**src/rtl/period_gen.sv**
```systemverilog
// Burst square-wave generator: n_cyc periods of prd milliseconds each,
// timed from a 1 ms tick derived from the system clock.
module period_gen #(
  parameter int CLK_MS_COUNT = 50000,
  parameter int N_W          = 8
) (
  input  logic           clk,
  input  logic           reset,
  input  logic           start,
  input  logic [9:0]     prd,
  input  logic [N_W-1:0] n_cyc,
  output logic           ready,
  output logic           done_tick,
  output logic           so
);

  typedef enum logic [1:0] {S_IDLE, S_HIGH, S_LOW, S_DONE} state_t;

  localparam logic [15:0] T_LAST = 16'(CLK_MS_COUNT - 1);

  state_t         state_reg, state_next;
  logic [15:0]    t_reg, t_next;
  logic [9:0]     m_reg, m_next;
  logic [N_W-1:0] n_reg, n_next;
  logic [9:0]     h_reg, h_next;
  logic [9:0]     l_reg, l_next;
  logic           so_reg, so_next;
  logic [9:0]     p_eff;
  logic           t_wrap;

  // Periods below 2 ms cannot be split into two non-empty phases.
  function automatic logic [9:0] eff_period(input logic [9:0] p);
    return (p < 10'd2) ? 10'd2 : p;
  endfunction

  assign p_eff  = eff_period(prd);
  assign t_wrap = (t_reg == T_LAST);

  always_ff @(posedge clk) begin
    if (reset) begin
      state_reg <= S_IDLE;
      t_reg     <= '0;
      m_reg     <= '0;
      n_reg     <= '0;
      h_reg     <= '0;
      l_reg     <= '0;
      so_reg    <= 1'b0;
    end else begin
      state_reg <= state_next;
      t_reg     <= t_next;
      m_reg     <= m_next;
      n_reg     <= n_next;
      h_reg     <= h_next;
      l_reg     <= l_next;
      so_reg    <= so_next;
    end
  end

  always_comb begin
    state_next = state_reg;
    t_next     = t_reg;
    m_next     = m_reg;
    n_next     = n_reg;
    h_next     = h_reg;
    l_next     = l_reg;
    so_next    = so_reg;
    case (state_reg)
      S_IDLE: begin
        if (start) begin
          h_next = p_eff - (p_eff >> 1);
          l_next = p_eff >> 1;
          n_next = n_cyc;
          t_next = '0;
          m_next = '0;
          if (n_cyc == '0) begin
            state_next = S_DONE;
          end else begin
            state_next = S_HIGH;
            so_next    = 1'b1;
          end
        end
      end
      S_HIGH: begin
        t_next = t_wrap ? 16'd0 : t_reg + 16'd1;
        if (t_wrap) begin
          if (m_reg == h_reg - 10'd1) begin
            m_next     = '0;
            state_next = S_LOW;
            so_next    = 1'b0;
          end else begin
            m_next = m_reg + 10'd1;
          end
        end
      end
      S_LOW: begin
        t_next = t_wrap ? 16'd0 : t_reg + 16'd1;
        if (t_wrap) begin
          if (m_reg == l_reg - 10'd1) begin
            m_next = '0;
            n_next = n_reg - N_W'(1);
            // Next high phase starts on this same edge, keeping periods contiguous.
            if (n_reg == N_W'(1)) begin
              state_next = S_DONE;
            end else begin
              state_next = S_HIGH;
              so_next    = 1'b1;
            end
          end else begin
            m_next = m_reg + 10'd1;
          end
        end
      end
      S_DONE: begin
        state_next = S_IDLE;
      end
      default: begin
        state_next = S_IDLE;
      end
    endcase
  end

  assign ready     = (state_reg == S_IDLE);
  assign done_tick = (state_reg == S_DONE);
  assign so        = so_reg;

endmodule
```
**config.mk**
```make
export PLATFORM = sky130hd
export DESIGN_NAME = period_gen
export DESIGN_NICKNAME = d
export VERILOG_FILES = /design/src/rtl/period_gen.sv
export SDC_FILE = /design/constraint.sdc
export NUM_CORES = 1
export LEC_CHECK = 0
export ABC_AREA = 1
export BUFFER_PORTS_ARGS = -buffer_cell sky130_fd_sc_hd__buf_2
export CAP_MARGIN = 20
export CORE_MARGIN = 8
export CORE_UTILIZATION = 65
export DETAILED_ROUTE_END_ITERATION = 12
export PLACE_DENSITY = 0.89
export SYNTH_ARGS = -nofsm -noshare
export SYNTH_HDL_FRONTEND = slang
export SYNTH_SLANG_ARGS = --single-unit
```
**constraint.sdc**
```tcl
create_clock -name clk -period 4.5 [get_ports clk]
set_input_delay 0.9 -clock clk [delete_from_list [all_inputs] [get_ports clk]]
set_output_delay 0.9 -clock clk [all_outputs]
set_load 0.1 [all_outputs]
```
==> flow_summary.yaml, run 1 <==
sta:
  maxSlewViolCount: 0
  rsz0062_at_grt: "false"
  holdWs_ns: 0.479
  report.final.setup_viol: 0
  fin_crit_ns: 3.12
  clock_skew_ns: 0.0143
  relSlewSlack_pct: 30.1
  worst_pin_slew_ns: 1.04
  fin_tns_setup_ns: 0
  max_freq_ghz: 0.320
  finalHoldViolations: 0
  worst_slack_ns: 1.38
  finalCritPeriodShare_pct: 69.4
synth:
  yosys.area_share.simple_pct: 36.2
  synth_top_area_share_pct: 26.9
  synth_mux_area_share_pct: 0.480
  synth.avg_cell_area_um2: 6.06
  synthTopCellsByCount: "nand2_1, inv_1, nor2_1"
  synthTopCellsByArea: "dfxtp_1, nand2_1, inv_1"
  synth_top_family_by_area: "simple AND/OR/NAND/NOR gates"
  yosys.area_share.xor_xnor_pct: 3.99
  yosys_warnings: 0
  synth.most_common_cell: "nand2_1"
  syn_nets: 728
  synth_cells: 688
  synth_cell_types: 38
  synthFlopType: "dfxtp_1"
  synth_top_cell_by_area: "dfxtp_1"
  synth_enable_flop_cells: 0
  ys_ff_latch: 56
  synth_fa_ha_area_share_pct: 5.71
  ys_seq_area_share_pct: 26.9
  netlist_area_um2: 4170
  async_flop_share_pct: 0
  synth_compound_area_share_pct: 15.7
layout:
  final_layout_size_suffix_gt1_share_pct: 7.16
  finalNetCount: 737
  multi_input_area_um2: 2590
  largest_reg_flops: 16
  nFillCells: 556
  antennaDiodeCount: 0
  area_delta_synth_final_pct: 5.59
  regArea_um2: 1120
global_routing:
  grt_use_total_pct: 22.9
  grt_pass1_vias: 4020
  grt_pass1_wl_um: 17300
  antenna_found_initial: 0
  grt_max_degree: 30
  grt_overflow: 0
worst_setup_path:
  critPathTopFamily: "compound AO/OA/AOI/OAI gates"
  required_ns: 4.76
  arrival_ns: 3.38
  endpoint_kind: "flip-flop"
  path_class: "flip-flop to flip-flop"
  cp_slowest_cell: "o21ai_0"
  startpoint_type: "flip-flop"
  crit_fanout: 13
  cp_cell_sequence: "inv_1 > ha_1 > inv_1 > o21ai_0 > inv_1 > nor2_1 > inv_1 > o21ai_0 > nand2_1 > a21oi_1"
  critPathMaxStageDelay_ns: 0.83
  crit_top_cell: "inv_1"
  worst-path-buf-inv: 4
power:
  ir_drop_mv: 0.358
  sequentialPowerShare_pct: 29.7
  p_sw_uw: 1170
  p_int_uw: 1140
  combPwrFrac_pct: 55.5
  swShare_pct: 50.6
  p_leak_uw: 0.00201
  power.density_nw_per_um2: 524
  power_uw: 2300
  clock_power_share_pct: 14.8
placement:
  dp_hpwl_um: 7720
  io_buffers: 23
  preCtsSetupSlack_ns: 1.25
  gp_congestion: 0.922
cts:
  numClockSinks: 56
  ctsHoldBuffers: 0
  clock_path_buffers: 2
  cts_tree: "built"
  h-tree-depth: 2
  postCtsResizedCells: 0
  cts_root_buffer: "clkbuf_8"
  cts.clk_slew.worst_paths_ns: 0.11
  postCtsSetupBuffers: 0
  worstSkewPairLatency_ns: 0.32
  cts-buffers-inserted: 5
die:
  rows: 29
  core_area_um2: 6280
  dieArea_um2: 9230
  ioPinCount: 24
  start_util_pct: 66.4
  die_h_um: 96.1
  die_w_um: 96.1
detailed_routing:
  dr_wl_met3_um: 607
  num_vias: 4369
  ant_nets: 0
  routed_wl_um: 10200
  dr.first_iter.drc_count: 252
  drc: 0
  topRoutingLayerUsed: "met4"
  m1WireLength_um: 4560
  dr.pass1.iters: 6
  vias_per_cell: 5.64
  routedWlPerCell_um: 13.1
  wl_met2_um: 4860
job:
  maxCapViolations: 0
outcome:
  status: "completed"
min_path:
  min_path_type: "flip-flop to flip-flop"
## layer usage
layer / vias up / track usage, %
met4: 0 / 7.30
met1: 1976 / 28.1
met5: - / 0
met3: 19 / 3.98
li1: 2241 / -
met2: 133 / 39.4
## layout by cell type (no fill, tap or decap), types with 2 or more instances in the layout
master	Yosys	final
nand3b_1	2	2
xor2_1	13	13
nand3_1	58	58
nor4_1	4	4
nand4_1	11	11
ha_1	19	19
mux2i_1	2	2
nand2_2	4	4
a21oi_1	61	61
inv_1	94	94
clkbuf_8	0	5
o21bai_1	4	4
o21ai_1	4	4
nor3_1	16	16
inv_2	3	3
nor2_2	6	6
nor2_1	81	81
o21ai_0	39	39
or2_2	2	2
buf_2	2	23
a211oi_1	5	5
xnor2_1	6	6
nand2_1	166	166
dfxtp_1	56	56
## path summary, 6_finish.rpt
check         endpoint          from  slack [ns]  cells past startpoint
min reg2reg   n_reg[7]      n_reg[7]        0.48                      2
max          t_reg[11]  state_reg[0]        1.38                     10
max reg2reg  t_reg[11]  state_reg[0]        1.38                     10
min           n_reg[7]      n_reg[7]        0.48                      2
## cell type report
type / count / share of cell area, %
inverters: 98 / 8.36
flip-flops and latches: 56 / 25.5
clock inverters: 3 / 0.967
clock buffers: 5 / 1.56
multi-input cells: 513 / 58.8
repair buffers: 23 / 2.62
well taps: 77 / 2.19
## power groups by stage
stage | clock network (µW) | logic [µW] | registers [µW]
CTS | 345 | 1260 | 681
global route | 360 | 1450 | 696
finish | 341 | 1280 | 684
detailed placement | 0 | 1260 | 692
global placement | 0 | 1220 | 687
floorplan | 0 | 1020 | 694
## worst reg2reg max path, cell delays in order, from the launching register on
cell and delay, ns:
dfxtp_1 0.37, inv_1 0.08, ha_1 0.30, inv_1 0.11, o21ai_0 0.83, inv_1 0.45, nor2_1 0.43, inv_1 0.11
o21ai_0 0.18, nand2_1 0.07, a21oi_1 0.14
## kinds of logic (layout without fill, tap and decap cells)
kind of cell	after synthesis	count (layout)
and+or+nand+nor	353	353
AOI/OAI and AO/OA	120	120
buffers and inverters	119	129
DFF	56	56
adders and majority gates	19	19
xor gates and xnor gates	19	19
muxes	2	2
## per-stage QoR
stage,cells,instance area [µm²],utilization [%]
CTS,775,4400,70.1
detailed placement,767,4290,68.3
finish,775,4400,70.1
global route,775,4400,70.1
floorplan,688,4170,-
global placement,767,4290,68.3
No activity file was read; power rests on OpenSTA's default activity.
==> inputs of run 2 (changes only) <==
==> config.mk (replaced) <==
export PLATFORM = sky130hd
export DESIGN_NAME = period_gen
export DESIGN_NICKNAME = d
export VERILOG_FILES = /design/src/rtl/period_gen.sv
export SDC_FILE = /design/constraint.sdc
export NUM_CORES = 1
export LEC_CHECK = 0
export ABC_AREA = 0
export BUFFER_PORTS_ARGS = -buffer_cell sky130_fd_sc_hd__buf_2
export CAP_MARGIN = 20
export CORE_MARGIN = 8
export CORE_UTILIZATION = 56
export DETAILED_ROUTE_END_ITERATION = 12
export PLACE_DENSITY = 0.82
export SYNTH_ARGS = -nofsm -noshare
export SYNTH_HDL_FRONTEND = slang
export SYNTH_SLANG_ARGS = --single-unit
==> constraint.sdc (replaced) <==
create_clock -name clk -period 2.6 [get_ports clk]
set_input_delay 0.52 -clock clk [delete_from_list [all_inputs] [get_ports clk]]
set_output_delay 0.52 -clock clk [all_outputs]
set_load 0.1 [all_outputs]
==> flow_summary.yaml, run 2 <==
placement:
  gp_congestion: 0.882
  dp_hpwl_um: 7800
  io_buffers: 23
synth:
  synthFlopType: "dfxtp_1"
  yosys_warnings: 0
  synth_top_area_share_pct: 27.7
  synth_top_cell_by_area: "dfxtp_1"
  netlist_area_um2: 4050
  ys_seq_area_share_pct: 27.7
  synth_cell_types: 67
  ys_ff_latch: 56
  synth.most_common_cell: "nand2_1"
  synth.avg_cell_area_um2: 7.35
  synthTopCellsByCount: "nand2_1, dfxtp_1, nor2_1"
  syn_nets: 590
  async_flop_share_pct: 0
  synth_cells: 550
  synth_enable_flop_cells: 0
  synthTopCellsByArea: "dfxtp_1, nand2_1, ha_1"
detailed_routing:
  routed_wl_um: 11900
  drc: 0
  num_vias: 4367
  dr.pass1.iters: 5
  dr.first_iter.drc_count: 248
  vias_per_cell: 6.27
  ant_nets: 0
  routedWlPerCell_um: 17.0
die:
  start_util_pct: 56.7
  rows: 31
  die_w_um: 101
  core_area_um2: 7140
  die_h_um: 101
  ioPinCount: 24
  dieArea_um2: 10200
sta:
  maxSlewViolCount: 0
  max_freq_ghz: 0.324
  worst_pin_slew_ns: 0.833
  finalCritPeriodShare_pct: 119
  fin_crit_ns: 3.08
  holdWs_ns: 0.485
  finalHoldViolations: 0
  rsz0062_at_grt: "true"
  worst_slack_ns: -0.482
  report.final.setup_viol: 8
  relSlewSlack_pct: 44.5
  clock_skew_ns: 0.00901
worst_setup_path:
  cp_cell_sequence: "buf_12 > inv_12 > ha_4 > or4b_4 > nand2b_4 > or4_4 > nand2_2 > ha_4 > inv_4 > ha_4 > nor2_2 > o21ai_1 > a21oi_2 > o21ai_2 > a21oi_2 > o21ai_1 > a2111oi_2"
  crit_top_cell: "ha_4"
  endpoint_kind: "flip-flop"
  required_ns: 2.83
  crit_fanout: 3
  cp_slowest_cell: "or4b_4"
  arrival_ns: 3.31
  worst-path-buf-inv: 3
  critPathMaxStageDelay_ns: 0.46
  path_class: "input port to flip-flop"
  r2r-start: "l_reg[1]"
  cp-startpoint: "prd[8]"
  critPathTopFamily: "simple AND/OR/NAND/NOR gates"
  startpoint_type: "input port"
outcome:
  status: "finished, violations left"
  violations: "setup timing"
global_routing:
  grt_use_total_pct: 21.9
  grt_max_degree: 26
  grt_pass1_vias: 4094
  grt_overflow: 0
  antenna_found_initial: 0
  grt_pass1_wl_um: 18600
power:
  p_leak_uw: 0.00194
  power_uw: 3970
  ir_drop_mv: 0.786
  power.density_nw_per_um2: 787
cts:
  cts_root_buffer: "clkbuf_8"
  h-tree-depth: 2
  cts-buffers-inserted: 5
  worstSkewPairLatency_ns: 0.32
  ctsHoldBuffers: 0
  cts_tree: "built"
  cts.clk_slew.worst_paths_ns: 0.11
  clock_path_buffers: 2
  numClockSinks: 56
layout:
  multi_input_area_um2: 3060
  area_delta_synth_final_pct: 24.6
  final_layout_size_suffix_gt1_share_pct: 25.3
  layout_commonest_cell: "nand2_1"
  regArea_um2: 1120
  finalNetCount: 637
  largest_reg_flops: 16
  antennaDiodeCount: 0
  nFillCells: 567
  layout_common_cells: "nand2_1, dfxtp_1, nor2_1"
job:
  maxCapViolations: 0
min_path:
  min_path_type: "flip-flop to flip-flop"
  min-delay-start: "l_reg[2]"
==> run 2: path summary, 6_finish.rpt <==
path,endpoint,slack [ns],cells after the start
min reg2reg,l_reg[2],0.48,2
max reg2reg,n_reg[6],0.04,11
min,l_reg[2],0.48,2
max,h_reg[8],-0.48,17
==> run 2: tightest hold or removal path, stage by stage, from the launching register on <==
cell     delay [ns]
dfxtp_1        0.34
nand2_1        0.06
a21oi_1        0.05
==> run 2: cell type report <==
class	count	area share, %
Timing Repair Buffer	72	10.4
Tap cell	99	2.46
Inverter	25	2.31
Clock inverter	3	0.422
Multi-Input combinational cell	437	60.8
Clock buffer	5	1.37
Sequential cell	56	22.3
==> run 2: power by group <==
part / internal (µW) / switching (µW) / total [µW]
clock: 192 / 306 / 498
combinational: 908 / 1390 / 2300
sequential: 1000 / 163 / 1170
total: 2100 / 1860 / 3970
==> run 2: metrics by stage <==
stage	area, µm²	TNS, ns	worst slack (ns)	std cells	utilization, %
after global routing	5040	-3.98	-0.603	697	70.6
final	5040	-2.80	-0.482	697	70.6
after floorplan	4140	-1.96	-0.597	550	-
after detailed placement	4530	-6.56	-1.00	677	63.5
after CTS	4780	-2.16	-0.506	692	66.9
after global placement	4530	-4.44	-0.793	677	63.5
==> run 2: cell families after synthesis <==
kind of cell             count (synthesis)  share of synthesized area (%)
flip-flops                              56                           27.7
AND/OR/NAND/NOR                        245                           30.6
multiplexers                             5                           1.27
XOR/XNOR                                26                           5.63
adder cells (fa/ha/maj)                 19                           5.88
buffers and inverters                   57                           5.54
AO/OA/AOI/OAI                          142                           23.4
==> run 2: metal layers <==
layer | GRT usage [%] | share of wire (%)
met5 | 0 | 0
met4 | 7.33 | 2.8
met3 | 3.94 | 4.7
met2 | 39.0 | 51
met1 | 25.5 | 41
==> run 2: what timing repair did <==
item,in CTS,in global routing
pin swaps,22,29
setup buffers,7,9
gates resized for setup,24,48
endpoints found under the setup margin,28,29
==> inputs of run 3 (changes only) <==
--- a/config.mk
+++ b/config.mk
@@ -9,9 +9,10 @@
 export BUFFER_PORTS_ARGS = -buffer_cell sky130_fd_sc_hd__buf_2
 export CAP_MARGIN = 20
 export CORE_MARGIN = 8
-export CORE_UTILIZATION = 56
+export CORE_UTILIZATION = 57
+export CTS_BUF_LIST = sky130_fd_sc_hd__clkbuf_8
 export DETAILED_ROUTE_END_ITERATION = 12
-export PLACE_DENSITY = 0.82
+export PLACE_DENSITY = 0.83
 export SYNTH_ARGS = -nofsm -noshare
 export SYNTH_HDL_FRONTEND = slang
 export SYNTH_SLANG_ARGS = --single-unit
==> flow_summary.yaml, run 3 (same netlist as run 2, synthesis figures left out) <==
power:
  clock_power_share_pct: 12.6
  p_int_uw: 2040
  sequentialPowerShare_pct: 30.8
  power.density_nw_per_um2: 773
  p_leak_uw: 0.00191
  combPwrFrac_pct: 56.6
  p_sw_uw: 1760
  swShare_pct: 46.4
  ir_drop_mv: 0.734
placement:
  preCtsSetupSlack_ns: -0.937
  io_buffers: 23
  dp_hpwl_um: 7830
  gp_congestion: 0.883
detailed_routing:
  routed_wl_um: 11400
  num_vias: 4352
  dr.pass1.iters: 5
  vias_per_cell: 6.26
  drc: 0
  routedWlPerCell_um: 16.4
  dr.first_iter.drc_count: 377
  ant_nets: 0
sta:
  report.final.setup_viol: 8
  maxSlewViolCount: 0
  max_freq_ghz: 0.321
  finalHoldViolations: 0
  worst_slack_ns: -0.511
  finalCritPeriodShare_pct: 120
  fin_crit_ns: 3.11
  rsz0062_at_grt: "true"
  clock_skew_ns: 0.00910
  worst_pin_slew_ns: 0.777
  fin_tns_setup_ns: -2.70
  relSlewSlack_pct: 48.2
die:
  die_w_um: 100
  ioPinCount: 24
  core_area_um2: 6830
  dieArea_um2: 10000
  start_util_pct: 59.2
  rows: 30
  die_h_um: 100
global_routing:
  grt_use_total_pct: 22.1
  grt_max_degree: 28
  grt_pass1_wl_um: 18600
  antenna_found_initial: 0
  grt_pass1_vias: 4083
  grt_overflow: 0
outcome:
  status: "finished, violations left"
  violations: "setup timing"
layout:
  area_delta_synth_final_pct: 21.5
  final_layout_size_suffix_gt1_share_pct: 21.4
  antennaDiodeCount: 0
  final_util_pct: 72.0
  layout_common_cells: "nand2_1, dfxtp_1, nor2_1"
  layout_commonest_cell: "nand2_1"
  finalNetCount: 638
  largest_reg_flops: 16
job:
  maxCapViolations: 0
worst_setup_path:
  endpoint_kind: "flip-flop"
  path_class: "input port to flip-flop"
  required_ns: 2.83
  crit_fanout: 3
  arrival_ns: 3.34
  startpoint_type: "input port"
cts:
  worstSkewPairLatency_ns: 0.32
  cts-buffers-inserted: 5
  cts_root_buffer: "clkbuf_8"
  cts_tree: "built"
  cts.clk_slew.worst_paths_ns: 0.10
  numClockSinks: 56
  clock_path_buffers: 2
  h-tree-depth: 2
min_path:
  min_path_type: "input port to flip-flop"
==> run 3: cell count changes in the layout (fill, tap and decap cells not counted), moves of 2 or more <==
cell,before,now
a211oi_1,7,10
a211oi_4,2,0
buf_4,44,46
buf_6,6,4
dfxtp_1,54,56
dfxtp_2,2,0
inv_1,19,21
nor3_2,3,1
o221ai_1,0,5
o221ai_2,6,1
xnor2_1,12,15
xnor2_2,3,0
==> run 3: final cells by class <==
type	count	area, µm²
clock buffers	5	68.8
clock inverters	3	16.3
fillers	532	1920
inverters	25	116
multi-input cells	437	2940
flip-flops and latches	56	1120
well taps	96	120
repair buffers	73	531
==> run 3: per-stage QoR <==
step	area [µm²]	instances	power (µW)	hold slack, ns
3_5_place_dp	4550	677	3150	0.471
4_1_cts	4790	694	3660	0.488
5_1_grt	4920	695	4060	0.492
3_3_place_gp	4550	677	3070	0.470
2_1_floorplan	4140	550	2630	0.443
6_report	4920	695	3800	0.498
==> run 3: path summary, 6_finish.rpt <==
| kind | endpoint | cells past startpoint | slack [ns] | from |
|---|---|---|---|---|
| max reg2reg | so | 7 | 0.10 | h_reg[3] |
| max | h_reg[8] | 17 | -0.51 | prd[8] |
| min | n_reg[0] | 3 | 0.50 | n_cyc[0] |
| min reg2reg | t_reg[15] | 1 | 0.50 | t_reg[15] |
==> run 3: what timing repair did <==
item | in CTS | in global routing
hold buffers | 0 | 0
setup buffers | 13 | 4
pin swaps | 22 | 23
resized for setup | 22 | 29
endpoints found under the setup margin | 8 | 29
==> run 3: critical path, stage by stage <==
cell and delay, ns:
buf_12 0.11, inv_12 0.04, ha_4 0.10, or4b_4 0.45, nand2b_4 0.16, or4_4 0.45
nand2_4 0.09, ha_4 0.14, inv_4 0.04, ha_4 0.15, nor2_1 0.10, o21ai_1 0.09
a21oi_2 0.19, o21ai_2 0.11, a21oi_2 0.16, o21ai_1 0.10, a2111oi_2 0.34
==> run 3: per-layer routing <==
layer	up-vias	global-route usage, %	share of wire, %	wire [µm]
met5	-	0	0	0
met4	0	7.21	2.5	289
met3	30	4.64	5.1	576
met2	158	38.4	51	5830
met1	2095	26.2	41	4690
li1	2069	-	-	-
==> run 3: power by group through the flow <==
stage               Sequential [µW]  Clock, µW  Combinational, µW
floorplan                      1170          0               1460
global placement               1170          0               1900
detailed placement             1180          0               1970
CTS                            1160        485               2020
global route                   1190        521               2350
finish                         1170        478               2150
